## src/rtl/vga_timing_pkg.sv

```systemverilog
// Purpose: shared 640x480@60 timing constants and the sync bundle carried by the delay line.
// Latency: n/a (declarations only).
// Backpressure: n/a.
package vga_timing_pkg;

  localparam int DEF_H_VISIBLE = 640;
  localparam int DEF_H_FRONT   = 16;
  localparam int DEF_H_SYNC    = 96;
  localparam int DEF_H_BACK    = 48;
  localparam int DEF_V_VISIBLE = 480;
  localparam int DEF_V_FRONT   = 10;
  localparam int DEF_V_SYNC    = 2;
  localparam int DEF_V_BACK    = 33;

  localparam int H_TOTAL = DEF_H_VISIBLE + DEF_H_FRONT + DEF_H_SYNC + DEF_H_BACK;  // 800
  localparam int V_TOTAL = DEF_V_VISIBLE + DEF_V_FRONT + DEF_V_SYNC + DEF_V_BACK;  // 525

  typedef struct packed {
    logic blank;  // 1 = visible pixel
    logic hs;     // active low
    logic vs;     // active low
  } sync_t;

  // Inactive value: blanked, both syncs deasserted.
  localparam sync_t SYNC_IDLE = '{blank: 1'b0, hs: 1'b1, vs: 1'b1};

endpackage

```

## src/rtl/vga_sync_delay.sv

```systemverilog
// Purpose: delays the blank/hs/vs bundle to line up with the pixel generator pipeline.
// Latency: PIPE_DLY clocks.
// Backpressure: none; free-running, advances every clock.
// Ports: i_clk clock, i_rst_n sync active-low reset (stages -> SYNC_IDLE),
//        i_sync bundle in, o_sync bundle out after PIPE_DLY clocks.
module vga_sync_delay
  import vga_timing_pkg::*;
#(
  parameter int PIPE_DLY = 1
) (
  input  logic  i_clk,
  input  logic  i_rst_n,
  input  sync_t i_sync,
  output sync_t o_sync
);

  sync_t r_stage [PIPE_DLY];

  always_ff @(posedge i_clk) begin
    if (!i_rst_n) begin
      for (int i = 0; i < PIPE_DLY; i++) r_stage[i] <= SYNC_IDLE;
    end else begin
      r_stage[0] <= i_sync;
      for (int i = 1; i < PIPE_DLY; i++) r_stage[i] <= r_stage[i-1];
    end
  end

  assign o_sync = r_stage[PIPE_DLY-1];

endmodule

```

## src/rtl/vga_timing_gen.sv

```systemverilog
// Purpose: VGA raster timing (hc/vc counters), pipeline-aligned sync and blanked pin colour.
// Latency: counter value to pins PIPE_DLY+1 clocks; DrawX/DrawY/blank/frame_start are immediate.
// Backpressure: none; free-running raster, colour inputs must arrive PIPE_DLY clocks after DrawX/DrawY.
// Ports: vga_clk, reset_n (sync active-low); red_in/green_in/blue_in colour from generator;
//        DrawX/DrawY counters, blank (1 = visible), frame_start pulse; hs/vs/vga_r/g/b pins;
//        frame_count completed frames.
// Option: define VGA_FRAME_COUNTER_EN to enable frame_count; otherwise it is tied to 0.
module vga_timing_gen
  import vga_timing_pkg::*;
#(
  parameter int H_VISIBLE = DEF_H_VISIBLE,
  parameter int H_FRONT   = DEF_H_FRONT,
  parameter int H_SYNC    = DEF_H_SYNC,
  parameter int H_BACK    = DEF_H_BACK,
  parameter int V_VISIBLE = DEF_V_VISIBLE,
  parameter int V_FRONT   = DEF_V_FRONT,
  parameter int V_SYNC    = DEF_V_SYNC,
  parameter int V_BACK    = DEF_V_BACK,
  parameter int PIPE_DLY  = 1,
  parameter int FC_W      = 8
) (
  input  logic            vga_clk,
  input  logic            reset_n,
  input  logic [3:0]      red_in,
  input  logic [3:0]      green_in,
  input  logic [3:0]      blue_in,
  output logic [9:0]      DrawX,
  output logic [9:0]      DrawY,
  output logic            blank,
  output logic            frame_start,
  output logic            hs,
  output logic            vs,
  output logic [3:0]      vga_r,
  output logic [3:0]      vga_g,
  output logic [3:0]      vga_b,
  output logic [FC_W-1:0] frame_count
);

  localparam int H_TOT  = H_VISIBLE + H_FRONT + H_SYNC + H_BACK;
  localparam int V_TOT  = V_VISIBLE + V_FRONT + V_SYNC + V_BACK;
  localparam int HS_BEG = H_VISIBLE + H_FRONT;
  localparam int HS_END = HS_BEG + H_SYNC;
  localparam int VS_BEG = V_VISIBLE + V_FRONT;
  localparam int VS_END = VS_BEG + V_SYNC;

  logic       r_run;
  logic [9:0] r_hc;
  logic [9:0] r_vc;

  logic  w_line_end;
  logic  w_frame_end;
  sync_t w_sync_raw;
  sync_t w_sync_d;

  assign w_line_end  = (r_hc == 10'(H_TOT - 1));
  assign w_frame_end = w_line_end && (r_vc == 10'(V_TOT - 1));

  // run lags reset release by one clock so hc=vc=0 is held for an extra
  // cycle; this pins the first frame_start to the first cycle after release.
  always_ff @(posedge vga_clk) begin
    if (!reset_n) begin
      r_run <= 1'b0;
      r_hc  <= '0;
      r_vc  <= '0;
    end else begin
      r_run <= 1'b1;
      if (r_run) begin
        if (w_line_end) begin
          r_hc <= '0;
          r_vc <= w_frame_end ? '0 : r_vc + 10'd1;
        end else begin
          r_hc <= r_hc + 10'd1;
        end
      end
    end
  end

  assign DrawX = r_hc;
  assign DrawY = r_vc;

  always_comb begin
    w_sync_raw.blank = r_run && (r_hc < 10'(H_VISIBLE)) && (r_vc < 10'(V_VISIBLE));
    w_sync_raw.hs    = !(r_run && (r_hc >= 10'(HS_BEG)) && (r_hc < 10'(HS_END)));
    w_sync_raw.vs    = !(r_run && (r_vc >= 10'(VS_BEG)) && (r_vc < 10'(VS_END)));
  end

  assign blank       = w_sync_raw.blank;
  assign frame_start = r_run && (r_hc == '0) && (r_vc == '0);

  vga_sync_delay #(
    .PIPE_DLY (PIPE_DLY)
  ) u_sync_delay (
    .i_clk   (vga_clk),
    .i_rst_n (reset_n),
    .i_sync  (w_sync_raw),
    .o_sync  (w_sync_d)
  );

  // Pin register: colour is only let through for visible pixels, so the
  // generator's output during blanking never reaches the monitor.
  always_ff @(posedge vga_clk) begin
    if (!reset_n) begin
      hs    <= 1'b1;
      vs    <= 1'b1;
      vga_r <= '0;
      vga_g <= '0;
      vga_b <= '0;
    end else begin
      hs    <= w_sync_d.hs;
      vs    <= w_sync_d.vs;
      vga_r <= w_sync_d.blank ? red_in   : 4'h0;
      vga_g <= w_sync_d.blank ? green_in : 4'h0;
      vga_b <= w_sync_d.blank ? blue_in  : 4'h0;
    end
  end

`ifdef VGA_FRAME_COUNTER_EN
  logic [FC_W-1:0] r_frame_cnt;

  always_ff @(posedge vga_clk) begin
    if (!reset_n) begin
      r_frame_cnt <= '0;
    end else if (r_run && w_frame_end) begin
      r_frame_cnt <= r_frame_cnt + 1'b1;
    end
  end

  assign frame_count = r_frame_cnt;
`else
  assign frame_count = '0;
`endif

endmodule
```

## config.mk

```make
export PLATFORM = sky130hd
export DESIGN_NAME = vga_timing_gen
export DESIGN_NICKNAME = d
export VERILOG_FILES = /design/src/rtl/vga_timing_pkg.sv /design/src/rtl/vga_sync_delay.sv /design/src/rtl/vga_timing_gen.sv
export SDC_FILE = /design/constraint.sdc
export NUM_CORES = 1
export LEC_CHECK = 0
export CAP_MARGIN = 40
export CORE_ASPECT_RATIO = 0.75
export CORE_UTILIZATION = 40
export CTS_CLUSTER_SIZE = 24
export DETAILED_ROUTE_END_ITERATION = 10
export GPL_TIMING_DRIVEN = 0
export PLACE_DENSITY = 0.72
export SLEW_MARGIN = 10
export SYNTH_ARGS = -nofsm -noshare
export SYNTH_HDL_FRONTEND = slang
export SYNTH_SLANG_ARGS = --single-unit
```

## constraint.sdc

```tcl
create_clock -name vga_clk -period 3.7 [get_ports vga_clk]
set_input_delay 1.11 -clock vga_clk [delete_from_list [all_inputs] [get_ports vga_clk]]
set_output_delay 1.11 -clock vga_clk [all_outputs]
set_load 0.01 [all_outputs]
```

## After elaboration in Yosys (flattened, before gate mapping)

Memory sizes are Yosys's and may differ from the RTL's.
Cells that the tools add are included.

| operators by class | value |
|---|---|
| add/subtract/negate cells | 2 |
| order comparisons | 6 |
| equal/unequal tests | 2 |
| muxes and demuxes | 6 |
| reduce and logical (&&, ||, !) cells | 16 |

Operators by type and width:

| kind | number |
|---|---|
| 10-bit by 1-bit adder with 10-bit output (second input constant) | 2 |
| 10-bit equality test (second input constant) | 2 |
| 10-bit logical NOT | 2 |
| 10-bit less-than comparator (second input constant) | 2 |
| 10-bit by 9-bit less-than comparator with 1-bit output (second input constant) | 2 |
| 10-bit 2-to-1 mux | 2 |
| 10-bit greater-or-equal comparator (second input constant) | 1 |
| 10-bit by 9-bit greater-or-equal comparator with 1-bit output (second input constant) | 1 |
| 1-bit logical AND | 9 |
| 2-bit AND reduction | 2 |
| 1-bit 2-to-1 mux | 3 |
| 3-bit 2-to-1 mux | 1 |
| 3-bit OR reduction | 1 |
| 1-bit logical NOT | 2 |

| storage, ports and cells | value |
|---|---|
| flip-flop bits (word level) | 35 |
| memory bits (writable) | 3 |
| bits of input ports | 14 |
| output and inout bits | 44 |
| word-level logic and storage cells | 41 |
| memories kept | 1 |

Memory list:

| name | words | bits a word | rd ports | clocked after memory_dff | wr ports | RTL line | RTL |
|---|---|---|---|---|---|---|---|
| u_sync_delay.r_stage | 1 | 3 | 1 | 0 | 1 | vga_sync_delay.sv:17 | `sync_t r_stage [PIPE_DLY];` |

## Depth between registers and ports, before layout

| depth | value |
|---|---|
| depth after elaboration | 5 |
| mapped depth | 6 |
| depth with buffers taken out | 6 |

## Modules after synthesis

A second synthesis with hierarchy kept.

| unflattened totals | value |
|---|---|
| cell total of the unflattened synthesis | 171 |
| area, all modules | 1642.8 sq um |

Modules (own cells, without submodules):

| module | instances | cells an instance | area an instance (sq um) | sequential area each (sq um) |
|---|---|---|---|---|
| vga_timing_gen | 1 | 165 | 1564.0 | 700.7 |
| vga_sync_delay | 1 | 6 | 78.8 | 60.1 |

## Worst setup path after synthesis

No wires, ideal clock.

| path | value |
|---|---|
| kind | register -> output |
| start | register r_vc[4], in the netlist DrawY[4] |
| end | output frame_start |
| arrival | 1344 ps |
| data required time | 2590 ps |
| slack | 1246 ps |
| cell stages (with the launch flop) | 4 |
| buffers on the path | 0 |
| path through | dfxtp_1 nor4_1 nand4_1 nor4_1 |

| on the way | value |
|---|---|
| word-level cells in the longest chain between the ends | 2 |

RTL lines:

| item | RTL line | RTL |
|---|---|---|
| start: declaration | vga_timing_gen.sv:48 | `logic [9:0] r_vc;` |
| start signal: assignment | vga_timing_gen.sv:70 | `r_vc <= w_frame_end ? '0 : r_vc + 10'd1;` |
| 10-bit logical NOT | vga_timing_gen.sv:88 | `assign frame_start = r_run && (r_hc == '0) && (r_vc == '0);` |
| 1-bit logical AND | vga_timing_gen.sv:88 |  |
| end: declaration | vga_timing_gen.sv:30 | `output logic frame_start,` |

No other way between the ends.

## Worst setup path after layout

Ends and elaborated chain as after synthesis.

==> flow_summary.yaml <==
setup_path:
  worstPathMaxFanout: 8
  critPathTopFamily: "simple AND/OR/NAND/NOR gates"
  path_cells: "nor4_1 > nand4_1 > nor4_1 > clkdlybuf4s50_1"
  cp.buffers_inverters: 1
  reg2reg_to: "DrawY[6]"
  crit_path_start_kind: "flop"
  path_common_cell: "nor4_1"
  r2r-start: "r_run"
  required_ns: 2.59
  cp.arrival_ns: 2.23
  r2r_slack_ns: 1.83
  reg2reg_depth: 6
  slowest_delay_ns: 0.60
  end_kind: "output port"
  slowest_stage: "clkdlybuf4s50_1"
  path_class: "reg2out"
logic_synthesis:
  synth.cell_area_mm2: 0.001644
  postSynthAreaPerCell_um2: 9.341
  ys_types: 36
  ys_ff_latch: 38
  ys_seq_area_share_pct: 46.27
  syn_inst: 176
  ys_warn_count: 0
clocking:
  numCtsBuffers: 5
  post_cts_buffers: 0
  cts_hold_buf: 0
  cts.htree.levels: 2
  insertion_delay_ns: 0.29
  clk_pin_slew_ns: 0.08
  tritoncts: "built"
  ctsResizeCount: 0
  ctsRootBufferMaster: "clkbuf_8"
  cts_num_sinks: 38
  clockBufferDepth: 2
outcome:
  status: "finished, final reports clean"
global_route:
  antenna_found_initial: 0
  overflow: 0
  grt_usage_pct: 18.60
  grt_max_degree: 13
  grt_pass1_wl_mm: 6.279
  grt_pass1_vias: 1291
timing:
  slew_viol_final: 0
  finalCritPeriodShare_pct: 90.29
  max_freq_ghz: 0.2993
  rsz0062_at_grt: "false"
  finalSetupViolCount: 0
  relSlewSlack_pct: 56.95
  fin_worst_skew_ns: 0.007193
  hold_viol: 0
  period_needed_ns: 3.341
  worst_pin_slew_ns: 0.6390
  tns_ns: 0
worst_hold_path:
  min-delay-start: "u_sync_delay.r_stage[0][1]"
  hp-class: "reg2reg"
  whs_path_depth: 1
  hold_path_end: "hs"
detailed_routing:
  via_per_inst: 4.949
  ant_nets: 0
  drt-initial-drc-count: 56
  drc: 0
  vias: 1445
  wl_per_cell_um: 12.98
  wirelength_mm: 3.789
  firstDrtPassIters: 4
placement:
  portBuffers: 49
  place_hpwl_mm: 2.766
  placed_area_mm2: 0.002226
  gp_congestion: 0.7901
power_and_ir_drop:
  pwr-share-clk_pct: 37.3
  powerDensity_mw_per_mm2: 347.5
  seqPwrFrac_pct: 52.5
  p_sw_share_pct: 24.02
  ir_drop_mv: 0.1975
  p_sw_w: 0.0001937
  power_w: 0.0008065
  internal_power_w: 0.0006128
  p_leak_nw: 0.9046
  power_frac_comb_pct: 10.2
cells_and_area:
  num_antenna_cells: 0
  fin_nets: 257
  area_growth_syn_to_layout_pct: 41.17
  design_area_mm2: 0.002321
  drive_above_1_share_pct: 9.167
floorplanning:
  core_mm2: 0.003804
  rows: 19
  dieArea_mm2: 0.004373
  die_h_um: 57.52
  die_x_um: 76.03
  io_pins: 58
  start_util_pct: 43.22
run:
  max_cap_violations: 0
-- cell families after synthesis --
group                    Yosys count  share of synthesized area, %
AND/OR/NAND/NOR                   81                         30.29
flip-flops                        38                         46.27
XOR/XNOR                           9                         4.794
adder cells (fa/ha/maj)            4                         3.044
buffers and inverters             23                         7.687
AO/OA/AOI/OAI                     18                         6.469
other                              1                        0.2281
multiplexers                       2                         1.218
-- cells in the mapped netlist (all sizes together) --
cell type | instances | area, µm²
o31ai | 4 | 30.03
nor3 | 2 | 10.01
clkbuf | 5 | 18.77
and3 | 14 | 87.58
xnor2 | 4 | 35.03
nor4 | 3 | 18.77
mux2i | 2 | 20.02
or3 | 4 | 25.02
conb | 1 | 3.750
nor3b | 1 | 7.510
a21oi | 5 | 25.02
ha | 4 | 50.05
buf | 11 | 81.33
nand2b | 4 | 25.02
nor2 | 11 | 41.29
or2 | 1 | 6.260
or4 | 4 | 30.03
and4b | 2 | 20.02
dfxtp | 38 | 760.7
xor2 | 5 | 43.79
inv | 7 | 26.28
nor2b | 1 | 6.260
nand3b | 1 | 7.510
a31oi | 1 | 6.260
o21ai | 6 | 30.03
o211ai | 2 | 15.01
nand2 | 8 | 30.03
and4 | 2 | 17.52
nand3 | 11 | 55.05
nand4 | 9 | 71.32
and2 | 1 | 6.260
nor4b | 2 | 32.53
-- stage by stage --
stage                     hold WS (ns)  worst slack (ns)  instances  utilization [%]
final                           0.4084            0.3592        292            61.02
after global routing            0.4296            0.2397        292            61.02
after CTS                       0.4108            0.3614        292            61.02
after detailed placement        0.3936            0.6766        284            58.52
after global placement          0.3909            0.6867        284            58.52
after floorplan                 0.3863             1.246        183                -
-- flip-flops by register name, indices dropped and copies added, names as in the netlist --
name,count
hs,1
vs,1
r_run,1
u_sync_delay.r_stage,3
DrawY,10
vga_b,4
vga_g,4
vga_r,4
DrawX,10
-- layout by cell type (no fill, tap or decap), drive strengths merged, types with 3 or more instances in the layout --
| master | instances |
|---|---|
| xor2 | 5 |
| o31ai | 4 |
| and3 | 14 |
| ha | 4 |
| dfxtp | 38 |
| nor4 | 3 |
| nand2b | 4 |
| nand2 | 8 |
| buf | 11 |
| nand4 | 9 |
| or4 | 4 |
| or3 | 4 |
| clkdlybuf4s50 | 49 |
| conb | 8 |
| nand3 | 11 |
| a21oi | 5 |
| o21ai | 6 |
| nor2 | 11 |
| inv | 7 |
| xnor2 | 4 |
| clkbuf | 11 |
-- worst max path at each step --
stage / to / start / depth (start not counted) / slack [ns]
3_3_place_gp: frame_start / DrawY[4] / 4 / 0.69
5_1_grt: frame_start / DrawX[0] / 6 / 0.24
6_report: frame_start / DrawY[4] / 4 / 0.36
4_1_cts: frame_start / DrawY[4] / 4 / 0.36
3_5_place_dp: frame_start / DrawY[4] / 4 / 0.68
2_1_floorplan: frame_start / DrawY[4] / 3 / 1.25
-- layout make-up --
class	instances	area [µm²]
clock inverter	2	12.51
tap	52	65.06
sequential	38	760.7
clock buffer	6	82.58
fill	348	1483
timing repair buffer	49	490.5
inverter	7	26.28
buffer	16	100.1
multi-input combinational	122	783.3
-- routing by layer --
metal / track usage (%) / routed length, µm / part of all wire (%)
met5: 0 / 0 / 0
met4: 6.593 / 46 / 1.2
met3: 5.120 / 229 / 6.0
met2: 26.75 / 1541 / 41
met1: 26.71 / 1972 / 52
-- power groups by stage --
stage / logic [W] / clock network, W / registers (W)
6_report: 0.0000823 / 0.000301 / 0.000423
4_1_cts: 0.0000823 / 0.000305 / 0.000423
2_1_floorplan: 0.0000369 / 0 / 0.000436
5_1_grt: 0.0000898 / 0.000331 / 0.000425
3_5_place_dp: 0.0000821 / 0 / 0.000433
3_3_place_gp: 0.0000809 / 0 / 0.000433
No activity file was read; power rests on OpenSTA's default activity.
==> RTL change (config.mk and constraints unchanged) <==
Add an input register stage for `green_in`, with the module's reset; this delays it by one clock. The other inputs are not delayed to match.
--- a/src/rtl/vga_timing_gen.sv
+++ b/src/rtl/vga_timing_gen.sv
@@ -44,2 +44,12 @@
   localparam int VS_END = VS_BEG + V_SYNC;
+
+  logic [3:0] green_q;
+
+  always_ff @(posedge vga_clk) begin
+    if (!reset_n) begin
+      green_q <= '0;
+    end else begin
+      green_q <= green_in;
+    end
+  end
 
@@ -111,3 +121,3 @@
       vga_r <= w_sync_d.blank ? red_in   : 4'h0;
-      vga_g <= w_sync_d.blank ? green_in : 4'h0;
+      vga_g <= w_sync_d.blank ? green_q : 4'h0;
       vga_b <= w_sync_d.blank ? blue_in  : 4'h0;
Check against the original RTL: not equivalent (a bounded check fails within 4 cycles, from zero or initial values and one cycle with reset_n low).
==> RTL change against the unedited design <==
Die area rose by 7.1%. Cell area rose by 5.1%. Combinational power fell by 17%. Worst hold slack improved by 2.3 ps. Sequential cell count rose by 4. Worst setup slack improved by 240 ps. Fmax rose by 7.9%. Critical endpoint unchanged. Largest power group unchanged. Non-clock buffer count rose by 3. Sequential power rose by 9.9%. Routed wire length rose by 0.50%. Critical path type unchanged. Power rose by 3.0%. Sequential share of layout area rose by 1.7 points. Synthesized area rose by 7.3%.
==> RTL change: results (changes against the unedited design) <==
Reg-to-Reg End DrawY[2]; met1 usage 0.238 (-0.0287); largest net degree at the start of global routing 15 (+2); placed instance count 299 (+5.3%); Yosys cell types 38 (+5.6%); Signal buf overhead 0.250 (-0.00470); top post-synthesis cells by count dfxtp_1, and3_1, nand2_1, nor2_1, buf_4; status complete, no violations; grt met3 use 0.0569 (+0.00572); fill cell count 378 (+8.6%); GPL Wtd Cong 0.816 (+3.3%); largest class registers; register-to-register setup slack 1640 ps (-190 ps); layout cells sized above 1 0.0952 (+0.00357); Rel. slew slack 0.648 (+0.0788); area grow syn2layout 38.3%; drt total wl 3810 um (+0.50%); min Tclk post-route 3100 ps (-243 ps); met2 routed WL 1570 um (+1.7%); worst min-delay path class reg2reg; register area 841 um^2 (+11%); 1st-iter DRT viols 91 (+63%); worst reg2reg startpoint DrawX[0]; Met1 Routed Length 1920 um (-2.6%); Finished Layout Cells 307 (+5.1%); via/cell ratio 4.91 (-0.80%); cells after synthesis 188 (+6.8%); Non-clk invs 6 (-1); critical path startpoint DrawY[1]; Placement Cell Area 2350 um^2 (+5.6%); critical path peak fanout 9 (+1); worst r2r path cells 7 (+1); Port Buf Inserts 49 (unchanged); flop and latch count out of synthesis 42 (+11%); multi-input combinational area share 0.331 (-0.00618); Net Switching 198 uW (+2.1%); met3 WL 266 um (+16%); Leak Pwr 0.970 nW (+7.2%); global-route wire length before repair 6090 um (-3.0%); power density over the cells 341 nW/um^2 (-2.0%); hpwl dp 2610 um (-5.6%); multi-input gates 128 (+4.9%); sequential element share of the synthesized area 0.477 (+0.0139); pre-CTS setup slack 937 ps (+260 ps); Total GRT Usage 0.172 (-0.0139); Buffers excl. clock 68 (+4.6%); Inserted Diodes 0 (unchanged); Setup Skew 5.56 ps (-1.63 ps); Max IR drop VDD 179 uV (-9.3%); clock-cell share of area 0.0369 (-0.00405); vias in the first global route 1269 (-1.7%); met2 GRT Util 0.245 (-0.0228); Seq group 465 uW (+9.9%); Layout Nets 269 (+4.7%)
[RTL change: changes by cell type in the layout (fill, tap and decap cells not counted), sizes merged, moves of 3 or more]
cell | before | now
dfxtp | 38 | 42
and2 | 1 | 8
nand2 | 8 | 11
nand3 | 11 | 7
[RTL change: logic make-up (layout without fill, tap and decap cells)]
| logic type | after synthesis | in the layout | share of synthesized area |
|---|---|---|---|
| adders and majority gates | 4 | 4 | 0.0284 |
| buffers and inverters | 25 | 82 | 0.0801 |
| other | 1 | 8 | 0.00213 |
| AOI/OAI and AO/OA | 18 | 18 | 0.0589 |
| xor gates and xnor gates | 10 | 10 | 0.0496 |
| muxes | 1 | 1 | 0.00567 |
| DFF | 42 | 42 | 0.477 |
| and+or+nand+nor | 87 | 87 | 0.299 |
[RTL change: worst max-delay path: cells and delay by family (launching register included)]
family                     cells  cell delay (ps)
and+or+nand+nor                3              470
adders and majority gates      1              150
buffers and inverters          2              650
DFF                            1              420
